### src/rtl/hazard_ctrl_pkg.sv
// Shared types and constants for the pipeline hazard/stall/flush controller.
// The load-use detection helper is kept here so other pipeline blocks can reuse it.
package hazard_ctrl_pkg;

    localparam int REG_W = 5;
    localparam logic [31:0] NOP_INSTR = 32'h0000_0013;

    typedef enum logic [1:0] {
        RUN      = 2'd0,
        MEM_WAIT = 2'd1,
        HALT     = 2'd2
    } state_e;

    // x0 is hardwired to zero, so a load targeting it never creates a hazard.
    function automatic logic load_use_hit(
        input logic             mem_read,
        input logic [REG_W-1:0] rd,
        input logic [REG_W-1:0] rs1,
        input logic             uses_rs1,
        input logic [REG_W-1:0] rs2,
        input logic             uses_rs2
    );
        logic hit_s;
        hit_s = mem_read && (rd != {REG_W{1'b0}}) &&
                ((uses_rs1 && (rs1 == rd)) || (uses_rs2 && (rs2 == rd)));
        return hit_s;
    endfunction

endpackage

### src/rtl/hazard_ctrl_if.sv
// Bundle between the pipeline (master) and the hazard controller (slave):
// hazard observations in, stall/flush controls and status out.
interface hazard_ctrl_if #(
    parameter int CNT_W = 16
);
    import hazard_ctrl_pkg::*;

    logic [REG_W-1:0] id_rs1;
    logic [REG_W-1:0] id_rs2;
    logic             id_uses_rs1;
    logic             id_uses_rs2;
    logic [REG_W-1:0] ex_rd;
    logic             ex_mem_read;
    logic             br_taken;
    logic             lsu_req;
    logic             lsu_done;

    logic             pc_stall;
    logic             ifid_stall;
    logic             idex_stall;
    logic             exmem_stall;
    logic             ifid_flush;
    logic             idex_flush;
    logic             lsu_timeout;
    logic [CNT_W-1:0] stall_cycles;
    logic [CNT_W-1:0] flush_count;

    modport master (
        output id_rs1, id_rs2, id_uses_rs1, id_uses_rs2,
        output ex_rd, ex_mem_read, br_taken, lsu_req, lsu_done,
        input  pc_stall, ifid_stall, idex_stall, exmem_stall,
        input  ifid_flush, idex_flush, lsu_timeout, stall_cycles, flush_count
    );

    modport slave (
        input  id_rs1, id_rs2, id_uses_rs1, id_uses_rs2,
        input  ex_rd, ex_mem_read, br_taken, lsu_req, lsu_done,
        output pc_stall, ifid_stall, idex_stall, exmem_stall,
        output ifid_flush, idex_flush, lsu_timeout, stall_cycles, flush_count
    );

endinterface

### src/rtl/hazard_ctrl_sat_counter.sv
// Saturating up-counter: increments on inc, sticks at all-ones instead of wrapping.
module sat_counter #(
    parameter int W = 16
) (
    input  logic         clk,
    input  logic         rst,
    input  logic         inc,
    output logic [W-1:0] count
);
    import hazard_ctrl_pkg::*;

    logic [W-1:0] count_r;

    // Count register with synchronous clear and saturation.
    always_ff @(posedge clk) begin
        if (rst) begin
            count_r <= {W{1'b0}};
        end else if (inc && (count_r != {W{1'b1}})) begin
            count_r <= count_r + {{(W-1){1'b0}}, 1'b1};
        end else begin
            count_r <= count_r;
        end
    end

    assign count = count_r;

endmodule

### src/rtl/hazard_ctrl.sv
// Pipeline hazard controller: Mealy stall/flush generation for load-use, taken
// branches and multi-cycle LSU accesses, plus an LSU watchdog and perf counters.
module hazard_ctrl #(
    parameter int LSU_TIMEOUT = 16,
    parameter int CNT_W       = 16
) (
    input  logic          clk,
    input  logic          rst,
    hazard_ctrl_if.slave  bus
);
    import hazard_ctrl_pkg::*;

    localparam int WC_W = $clog2(LSU_TIMEOUT + 1);
    localparam logic [WC_W-1:0] WAIT_LAST = WC_W'(LSU_TIMEOUT - 1);
    localparam logic [WC_W-1:0] WAIT_ONE  = WC_W'(1);
    localparam logic [WC_W-1:0] WAIT_ZERO = WC_W'(0);

    state_e          state_r;
    state_e          next_state_s;
    logic [WC_W-1:0] wait_cnt_r;
    logic [WC_W-1:0] next_wait_cnt_s;
    logic            timeout_r;

    logic load_use_s;
    logic mem_stall_s;
    logic pc_stall_s;
    logic ifid_stall_s;
    logic idex_stall_s;
    logic exmem_stall_s;
    logic ifid_flush_s;
    logic idex_flush_s;

    assign load_use_s  = load_use_hit(bus.ex_mem_read, bus.ex_rd,
                                      bus.id_rs1, bus.id_uses_rs1,
                                      bus.id_rs2, bus.id_uses_rs2);
    assign mem_stall_s = bus.lsu_req && !bus.lsu_done;

    // State, wait counter and sticky watchdog flag.
    always_ff @(posedge clk) begin
        if (rst) begin
            state_r    <= RUN;
            wait_cnt_r <= WAIT_ZERO;
            timeout_r  <= 1'b0;
        end else begin
            state_r    <= next_state_s;
            wait_cnt_r <= next_wait_cnt_s;
            if (next_state_s == HALT) begin
                timeout_r <= 1'b1;
            end else begin
                timeout_r <= timeout_r;
            end
        end
    end

    // Next-state and Mealy control decode; reset masks every control to zero.
    always_comb begin
        next_state_s    = state_r;
        next_wait_cnt_s = wait_cnt_r;
        pc_stall_s      = 1'b0;
        ifid_stall_s    = 1'b0;
        idex_stall_s    = 1'b0;
        exmem_stall_s   = 1'b0;
        ifid_flush_s    = 1'b0;
        idex_flush_s    = 1'b0;

        case (state_r)
            RUN: begin
                if (mem_stall_s) begin
                    pc_stall_s      = 1'b1;
                    ifid_stall_s    = 1'b1;
                    idex_stall_s    = 1'b1;
                    exmem_stall_s   = 1'b1;
                    next_state_s    = MEM_WAIT;
                    next_wait_cnt_s = WAIT_ONE;
                end else if (bus.br_taken) begin
                    // The ID instruction is squashed, so a coincident load-use is moot.
                    ifid_flush_s = 1'b1;
                    idex_flush_s = 1'b1;
                end else if (load_use_s) begin
                    pc_stall_s   = 1'b1;
                    ifid_stall_s = 1'b1;
                    idex_flush_s = 1'b1;
                end else begin
                    next_state_s = RUN;
                end
            end
            MEM_WAIT: begin
                if (bus.lsu_done) begin
                    // Frozen EX/ID hazards are re-evaluated in RUN next cycle.
                    next_state_s    = RUN;
                    next_wait_cnt_s = WAIT_ZERO;
                end else begin
                    pc_stall_s    = 1'b1;
                    ifid_stall_s  = 1'b1;
                    idex_stall_s  = 1'b1;
                    exmem_stall_s = 1'b1;
                    if (wait_cnt_r == WAIT_LAST) begin
                        next_state_s = HALT;
                    end else begin
                        next_wait_cnt_s = wait_cnt_r + WAIT_ONE;
                    end
                end
            end
            HALT: begin
                pc_stall_s    = 1'b1;
                ifid_stall_s  = 1'b1;
                idex_stall_s  = 1'b1;
                exmem_stall_s = 1'b1;
            end
            default: begin
                next_state_s    = RUN;
                next_wait_cnt_s = WAIT_ZERO;
            end
        endcase

        if (rst) begin
            pc_stall_s    = 1'b0;
            ifid_stall_s  = 1'b0;
            idex_stall_s  = 1'b0;
            exmem_stall_s = 1'b0;
            ifid_flush_s  = 1'b0;
            idex_flush_s  = 1'b0;
        end else begin
            next_state_s = next_state_s;
        end
    end

    sat_counter #(.W(CNT_W)) u_stall_cnt (
        .clk   (clk),
        .rst   (rst),
        .inc   (pc_stall_s),
        .count (bus.stall_cycles)
    );

    sat_counter #(.W(CNT_W)) u_flush_cnt (
        .clk   (clk),
        .rst   (rst),
        .inc   (ifid_flush_s),
        .count (bus.flush_count)
    );

    assign bus.pc_stall    = pc_stall_s;
    assign bus.ifid_stall  = ifid_stall_s;
    assign bus.idex_stall  = idex_stall_s;
    assign bus.exmem_stall = exmem_stall_s;
    assign bus.ifid_flush  = ifid_flush_s;
    assign bus.idex_flush  = idex_flush_s;
    assign bus.lsu_timeout = timeout_r;

endmodule

### src/flat_wrapper.sv
// flat-port wrapper written by rule: the top's interface ports become plain ports
module hazard_ctrl_flat import hazard_ctrl_pkg::*;
#(
    parameter int LSU_TIMEOUT = 16,
    parameter int CNT_W       = 16
)
  (clk, rst, bus_id_rs1, bus_id_rs2, bus_id_uses_rs1, bus_id_uses_rs2, bus_ex_rd, bus_ex_mem_read, bus_br_taken, bus_lsu_req, bus_lsu_done, bus_pc_stall, bus_ifid_stall, bus_idex_stall, bus_exmem_stall, bus_ifid_flush, bus_idex_flush, bus_lsu_timeout, bus_stall_cycles, bus_flush_count);
  hazard_ctrl_if #(.CNT_W(CNT_W)) bus_i ();
  input  logic clk;
  input  logic rst;
  input wire logic [$bits(bus_i.id_rs1)-1:0] bus_id_rs1;
  input wire logic [$bits(bus_i.id_rs2)-1:0] bus_id_rs2;
  input wire logic [$bits(bus_i.id_uses_rs1)-1:0] bus_id_uses_rs1;
  input wire logic [$bits(bus_i.id_uses_rs2)-1:0] bus_id_uses_rs2;
  input wire logic [$bits(bus_i.ex_rd)-1:0] bus_ex_rd;
  input wire logic [$bits(bus_i.ex_mem_read)-1:0] bus_ex_mem_read;
  input wire logic [$bits(bus_i.br_taken)-1:0] bus_br_taken;
  input wire logic [$bits(bus_i.lsu_req)-1:0] bus_lsu_req;
  input wire logic [$bits(bus_i.lsu_done)-1:0] bus_lsu_done;
  output wire logic [$bits(bus_i.pc_stall)-1:0] bus_pc_stall;
  output wire logic [$bits(bus_i.ifid_stall)-1:0] bus_ifid_stall;
  output wire logic [$bits(bus_i.idex_stall)-1:0] bus_idex_stall;
  output wire logic [$bits(bus_i.exmem_stall)-1:0] bus_exmem_stall;
  output wire logic [$bits(bus_i.ifid_flush)-1:0] bus_ifid_flush;
  output wire logic [$bits(bus_i.idex_flush)-1:0] bus_idex_flush;
  output wire logic [$bits(bus_i.lsu_timeout)-1:0] bus_lsu_timeout;
  output wire logic [$bits(bus_i.stall_cycles)-1:0] bus_stall_cycles;
  output wire logic [$bits(bus_i.flush_count)-1:0] bus_flush_count;
  assign bus_i.id_rs1 = bus_id_rs1;
  assign bus_i.id_rs2 = bus_id_rs2;
  assign bus_i.id_uses_rs1 = bus_id_uses_rs1;
  assign bus_i.id_uses_rs2 = bus_id_uses_rs2;
  assign bus_i.ex_rd = bus_ex_rd;
  assign bus_i.ex_mem_read = bus_ex_mem_read;
  assign bus_i.br_taken = bus_br_taken;
  assign bus_i.lsu_req = bus_lsu_req;
  assign bus_i.lsu_done = bus_lsu_done;
  assign bus_pc_stall = bus_i.pc_stall;
  assign bus_ifid_stall = bus_i.ifid_stall;
  assign bus_idex_stall = bus_i.idex_stall;
  assign bus_exmem_stall = bus_i.exmem_stall;
  assign bus_ifid_flush = bus_i.ifid_flush;
  assign bus_idex_flush = bus_i.idex_flush;
  assign bus_lsu_timeout = bus_i.lsu_timeout;
  assign bus_stall_cycles = bus_i.stall_cycles;
  assign bus_flush_count = bus_i.flush_count;
  hazard_ctrl #(.LSU_TIMEOUT(LSU_TIMEOUT), .CNT_W(CNT_W)) u_core (.clk(clk), .rst(rst), .bus(bus_i));
endmodule
### config.mk
export PLATFORM = sky130hd
export DESIGN_NAME = hazard_ctrl_flat
export DESIGN_NICKNAME = d
export VERILOG_FILES = /design/src/rtl/hazard_ctrl_pkg.sv /design/src/rtl/hazard_ctrl_if.sv /design/src/rtl/hazard_ctrl_sat_counter.sv /design/src/rtl/hazard_ctrl.sv /design/src/flat_wrapper.sv
export SDC_FILE = /design/constraint.sdc
export NUM_CORES = 1
export LEC_CHECK = 0
export CAP_MARGIN = 20
export CELL_PAD_IN_SITES_DETAIL_PLACEMENT = 1
export CELL_PAD_IN_SITES_GLOBAL_PLACEMENT = 1
export CORE_MARGIN = 4
export CORE_UTILIZATION = 34
export DETAILED_ROUTE_END_ITERATION = 8
export PLACE_DENSITY = 0.88
export SLEW_MARGIN = 20
export SYNTH_ARGS = -nofsm -noshare
export SYNTH_HDL_FRONTEND = slang
export SYNTH_SLANG_ARGS = --single-unit
export TNS_END_PERCENT = 5
### constraint.sdc
create_clock -name clk -period 2.5 [get_ports clk]
set_input_delay 0.5 -clock clk [delete_from_list [all_inputs] [get_ports clk]]
set_output_delay 0.5 -clock clk [all_outputs]
set_load 0.005 [all_outputs]
==> results of run 1 <==
==> layout make-up <==
type,count,share of cell area
sequential,40,0.258
tap,75,0.0303
clock buffer,5,0.0222
clock inverter,3,0.0137
timing repair buffer,84,0.256
inverter,13,0.0157
multi-input combinational,194,0.404
==> Yosys cell counts, drive strengths merged (3+ instances only) <==
| master | number |
|---|---|
| dfxtp | 40 |
| nor2 | 37 |
| a21oi | 19 |
| nand2 | 18 |
| xnor2 | 16 |
| inv | 13 |
| o21ai | 11 |
| nand3 | 10 |
| or3 | 10 |
| xor2 | 10 |
| nand4 | 9 |
| buf | 6 |
| nor4 | 5 |
| o31ai | 5 |
| or4 | 5 |
| ha | 4 |
| nor3 | 4 |
| a211oi | 3 |
| a31oi | 3 |
| clkbuf | 3 |
| or2 | 3 |
==> path summary, 6_finish.rpt <==
path | end | startpoint
setup reg to reg | u_core.u_stall_cnt.count[9]$_SDFFE_PP0P_ | u_core.state_r[1]$_SDFF_PP0_
hold reg to reg | u_core.bus.lsu_timeout$_SDFFE_PP0N_ | u_core.bus.lsu_timeout$_SDFFE_PP0N_
hold / removal | u_core.bus.lsu_timeout$_SDFFE_PP0N_ | u_core.bus.lsu_timeout$_SDFFE_PP0N_
setup / recovery | bus_pc_stall | bus_ex_rd[1]
==> through the flow <==
| stage | hold slack, ns | setup slack, ns | cell area [µm²] | power (mW) |
|---|---|---|---|---|
| final | 0.488 | 0.0218 | 3100 | 1.35 |
| after global routing | 0.524 | -0.0528 | 3100 | 1.41 |
| after CTS | 0.492 | -0.0495 | 3060 | 1.37 |
| after detailed placement | 0.472 | -0.412 | 2930 | 0.832 |
| after global placement | 0.462 | -0.354 | 2930 | 0.824 |
| after floorplan | 0.442 | 0.361 | 2140 | 0.739 |
==> per-layer routing <==
metal  up-vias  share of wire  GRT usage
li1       1072              -          -
met1      1034           0.44      0.206
met2        56           0.50      0.304
met3         6          0.053     0.0360
met4         0          0.011     0.0544
met5         -              0          0
==> worst max-delay path: cells and delay by family <==
kind                   cells  cell delay [ns]
AO/OA/AOI/OAI              2             0.53
buffers and inverters      2             0.54
AND/OR/NAND/NOR            1             0.41
==> repair_timing <==
| action | in CTS | in global routing |
|---|---|---|
| hold buffers | 0 | 0 |
| cloned | 0 | 0 |
| setup buffers | 1 | 2 |
| endpoints found under the setup margin | 6 | 6 |
| pin swaps | 5 | 6 |
| gates resized for setup | 13 | 11 |
==> kinds of logic (layout without fill, tap and decap cells) <==
logic type | count (synthesis) | count (layout)
flip-flops | 40 | 40
AO/OA/AOI/OAI | 51 | 51
AND/OR/NAND/NOR | 110 | 110
buffers and inverters | 22 | 105
XOR/XNOR | 26 | 26
adder cells (fa/ha/maj) | 4 | 4
multiplexers | 3 | 3
==> sequential cells by signal (all words and copies together), names as in the netlist <==
register                  count
u_core.bus.lsu_timeout        1
u_core.state_r                2
u_core.u_flush_cnt.count     16
u_core.u_stall_cnt.count     16
u_core.wait_cnt_r             5
==> power by group <==
group / switching (mW) / leakage, nW / internal (mW)
logic: 0.0745 / 0.751 / 0.0945
clock network: 0.236 / 0.0541 / 0.295
registers: 0.00812 / 0.323 / 0.643
total: 0.319 / 1.13 / 1.03
==> results.yml, run 1 <==
logic_synthesis:
  muxShareOfSynthArea: 0.0146
  syn_nets: 283
  ys_warn_count: 0
  yosysTopAreaCell: "dfxtp_1"
  synth_edf_count: 0
  synth_area_um2: 2140
  synth-adder-area-share: 0.0234
  synth_top_family_by_area: "simple AND/OR/NAND/NOR gates"
  avgSynthCellArea_um2: 8.36
  seq_area_frac_synth: 0.374
  synth-xor-area-share: 0.106
  yosysTopAreaCellShare: 0.374
  yosys.area_share.simple: 0.265
  syn_inst: 256
  ys_ff_latch: 40
  ys_top_cells_by_area: "dfxtp_1 (37%), xnor2_1 (6.5%), nor2_1 (6.3%)"
  synth-compound-area-share: 0.159
  synthFlopType: "dfxtp_1"
  async_flop_share: 0
  ys_types: 47
power_and_ir_drop:
  p_per_area_nw_per_um2: 436
  ir_drop_mv: 0.230
  p_leak_nw: 1.13
global_routing:
  grt_pass1_vias: 2280
  grt_max_degree: 21
  grt_pass1_wl_mm: 10.6
  grt_antenna_before_repair: 0
  grt_util_all_layers: 0.172
  grt_overflow: 0
clocking:
  clock_latency_ns: 0.29
  cts_root_buf: "clkbuf_8"
  cts.clk_slew.worst_paths_ns: 0.08
  cts_tree: "yes"
  clock_path_buffers: 2
  clock_sinks: 40
  h-tree-depth: 2
  cts_buffers: 5
drt:
  drtAntennaViolNets: 0
  drtIter0Drc: 113
  num_vias: 2168
  wirelength_mm: 6.26
  post_drt_wl_per_cell_um: 15.1
  vias_per_cell: 5.24
  first_pass_iters: 4
  drc: 0
worst_setup_path:
  crit_path_end_kind: "output pin"
  start_kind: "primary input"
  rr_worst_depth: 10
  r2r_slack_ns: 0.26
  crit_top_cell: "dlygate4sd2_1"
  worstPathCellList: "dlygate4sd2_1, or3_4, o311a_1, a21o_1, dlygate4sd2_1"
  worstSetupPathType: "primary input to output pin"
  crit_arrival_ns: 1.98
  critPathMaxStageDelay_ns: 0.41
  path_max_fanout: 3
  cp.required_ns: 2.00
  crit_slowest_cell: "or3_4"
placed_design:
  gp_congestion: 0.786
  placedCellCount: 403
  portBuffers: 61
  hpwl_mm: 4.57
flow_run:
  cap_violations: 0
finish:
  drive_gt1_frac: 0.147
  seqCellArea_um2: 801
  final_common_cell: "clkdlybuf4s50_1"
  nets: 365
  area_delta_synth_final_pct: 44.9
  final_core_utilization: 0.515
  multi_input_area_um2: 1250
  finalNonFillerCells: 414
  layout_common_cells: "clkdlybuf4s50_1 (50), dfxtp_1 (40), nor2_1 (36)"
  antenna_cells: 0
  final.fill_count: 719
floorplanning:
  die_y_um: 87.3
  rows: 28
  start_util: 0.355
  die_width_um: 87.3
  ios: 62
  fp.dieArea_um2: 7630
  core_area_um2: 6030
sta:
  fin_skew_ns: 0.00445
  fin_crit_sh: 0.991
  setup_tns_ns: 0
  slew_viol_final: 0
  tightestPinTransition_ns: 0.576
  rsz0062_at_grt: "yes"
  period_needed_ns: 2.48
  hold_viol_final: 0
  setup_violations: 0
  slew_headroom: 0.612
  fmax_mhz: 404
hold_path:
  worstHoldPathCells: 2
  hold_class: "flop to flop"
status:
  status: "complete, no violations"
Power figures use the tool's default switching activity.
==> inputs of run 2 (changes only) <==
- CORE_UTILIZATION: 34 -> 37
- CTS_CLUSTER_DIAMETER: not set -> 50
- PLACE_DENSITY: 0.88 -> 0.94
- clock period: 2.5 -> 3.1 ns (I/O delays scaled with it)
==> run 2 against run 1 <==
Compared with the run above: register-to-register slack gained 0.55 ns; non-clock buffer count shrank 12; clock skew increased by 0.0033 ns; die area is 7.4% lower; critical endpoint is now bus_ifid_flush; largest cell class unchanged.
==> results.yml, run 2 (synthesis results as in run 1) <==
global_routing:
  grt_overflow: 0
  grt_antenna_before_repair: 0
  grt_max_degree: 26
  grt_pass1_wl_mm: 10.7
  grt_util_all_layers: 0.183
  grt_pass1_vias: 2201
floorplanning:
  die_y_um: 84.0
  core_area_um2: 5570
  ios: 62
  rows: 27
  die_width_um: 84.0
  start_util: 0.384
  fp.dieArea_um2: 7060
placed_design:
  placedCellCount: 391
  gp_congestion: 0.886
  portBuffers: 61
  pre_cts_ws_ns: -0.0929
  hpwl_mm: 4.77
clocking:
  cts_root_buf: "clkbuf_8"
  clock_latency_ns: 0.29
  clock_sinks: 40
  cts_tree: "yes"
  cts_hold_buf: 0
  cts_setup_buffers: 0
  h-tree-depth: 2
  cts.clk_slew.worst_paths_ns: 0.07
  clock_path_buffers: 2
  cts_buffers: 5
hold_path:
  hold_class: "flop to flop"
  hp-start: "u_core.bus.lsu_timeout$_SDFFE_PP0N_"
drt:
  first_pass_iters: 4
  drc: 0
  drtAntennaViolNets: 0
  num_vias: 2142
  post_drt_wl_per_cell_um: 16.0
  vias_per_cell: 5.38
  wirelength_mm: 6.37
  drtIter0Drc: 69
worst_setup_path:
  crit_arrival_ns: 2.25
  crit_slowest_cell: "clkdlybuf4s50_1"
  cp.required_ns: 2.48
  worstPathCellList: "clkdlybuf4s50_1, nor3_1, nand3_1, inv_1, clkdlybuf4s50_1"
  crit_path_end_kind: "output pin"
  r2r_start: "u_core.state_r[0]$_SDFF_PP0_"
  worstSetupPathType: "primary input to output pin"
  crit_top_cell: "clkdlybuf4s50_1"
  start_kind: "primary input"
  path_max_fanout: 5
  critPathMaxStageDelay_ns: 0.52
  cp-startpoint: "rst"
finish:
  antenna_cells: 0
  layout_common_cells: "clkdlybuf4s50_1 (53), dfxtp_1 (40), nor2_1 (36)"
  drive_gt1_frac: 0.0920
  finalNonFillerCells: 398
  area_delta_synth_final_pct: 38.3
  nets: 353
  final_common_cell: "clkdlybuf4s50_1"
sta:
  setup_slack_ns: 0.228
  slew_headroom: 0.587
  fmax_mhz: 348
  tightestPinTransition_ns: 0.617
  rsz0062_at_grt: "no"
  setup_violations: 0
  slew_viol_final: 0
  fin_skew_ns: 0.00775
  whs_ns: 0.481
  fin_crit_sh: 0.926
  hold_viol_final: 0
  period_needed_ns: 2.87
flow_run:
  cap_violations: 0
status:
  status: "complete, no violations"
power_and_ir_drop:
  ir_drop_mv: 0.192
  total_power_uw: 977
  p_per_area_nw_per_um2: 330
  p_leak_nw: 1.07
-- run 2: critical path: cells and delay by family --
kind | cells | cell delay, ns
simple gates | 2 | 0.47
buf+inv | 3 | 1.15
-- run 2: cell type report --
class                           count  area, µm²
Tap cell                           72       90.1
Clock buffer                        6       72.6
Timing Repair Buffer               72        698
Sequential cell                    40        801
Inverter                           13       48.8
Clock inverter                      1       5.00
Multi-Input combinational cell    194       1240
Fill cell                         673       2620
-- run 2: power by group --
part           switching [mW]  leakage [nW]  internal, mW
registers             0.00659         0.323         0.519
clock network           0.174        0.0410         0.153
logic                  0.0586         0.703        0.0664
-- run 2: worst paths after layout --
kind / end / slack (ns) / cells past startpoint
setup / recovery: bus_ifid_flush / 0.23 / 5
hold / removal: u_core.bus.lsu_timeout$_SDFFE_PP0N_ / 0.48 / 2
setup reg to reg: u_core.u_stall_cnt.count[13]$_SDFFE_PP0P_ / 0.81 / 8
hold reg to reg: u_core.bus.lsu_timeout$_SDFFE_PP0N_ / 0.48 / 2
-- run 2: routing by layer --
layer	up-vias	GRT usage	routed length, µm
met5	-	0	0
met4	0	0.0614	114
met3	10	0.0424	220
met2	50	0.319	3260
met1	1029	0.218	2770
li1	1053	-	-
-- run 2: timing repair --
action,in CTS,in global routing
resized for setup,6,6
pin swaps,0,3
endpoints found under the setup margin,3,3
endpoints found under the hold margin,0,0
-- run 2: per-stage QoR --
step                      utilization  area [µm²]  TNS (ns)
final                           0.531        2960         0
after global routing            0.531        2960         0
after CTS                       0.527        2940         0
after detailed placement        0.511        2850    -0.244
after global placement          0.511        2850   -0.0100
after floorplan                     -        2140         0
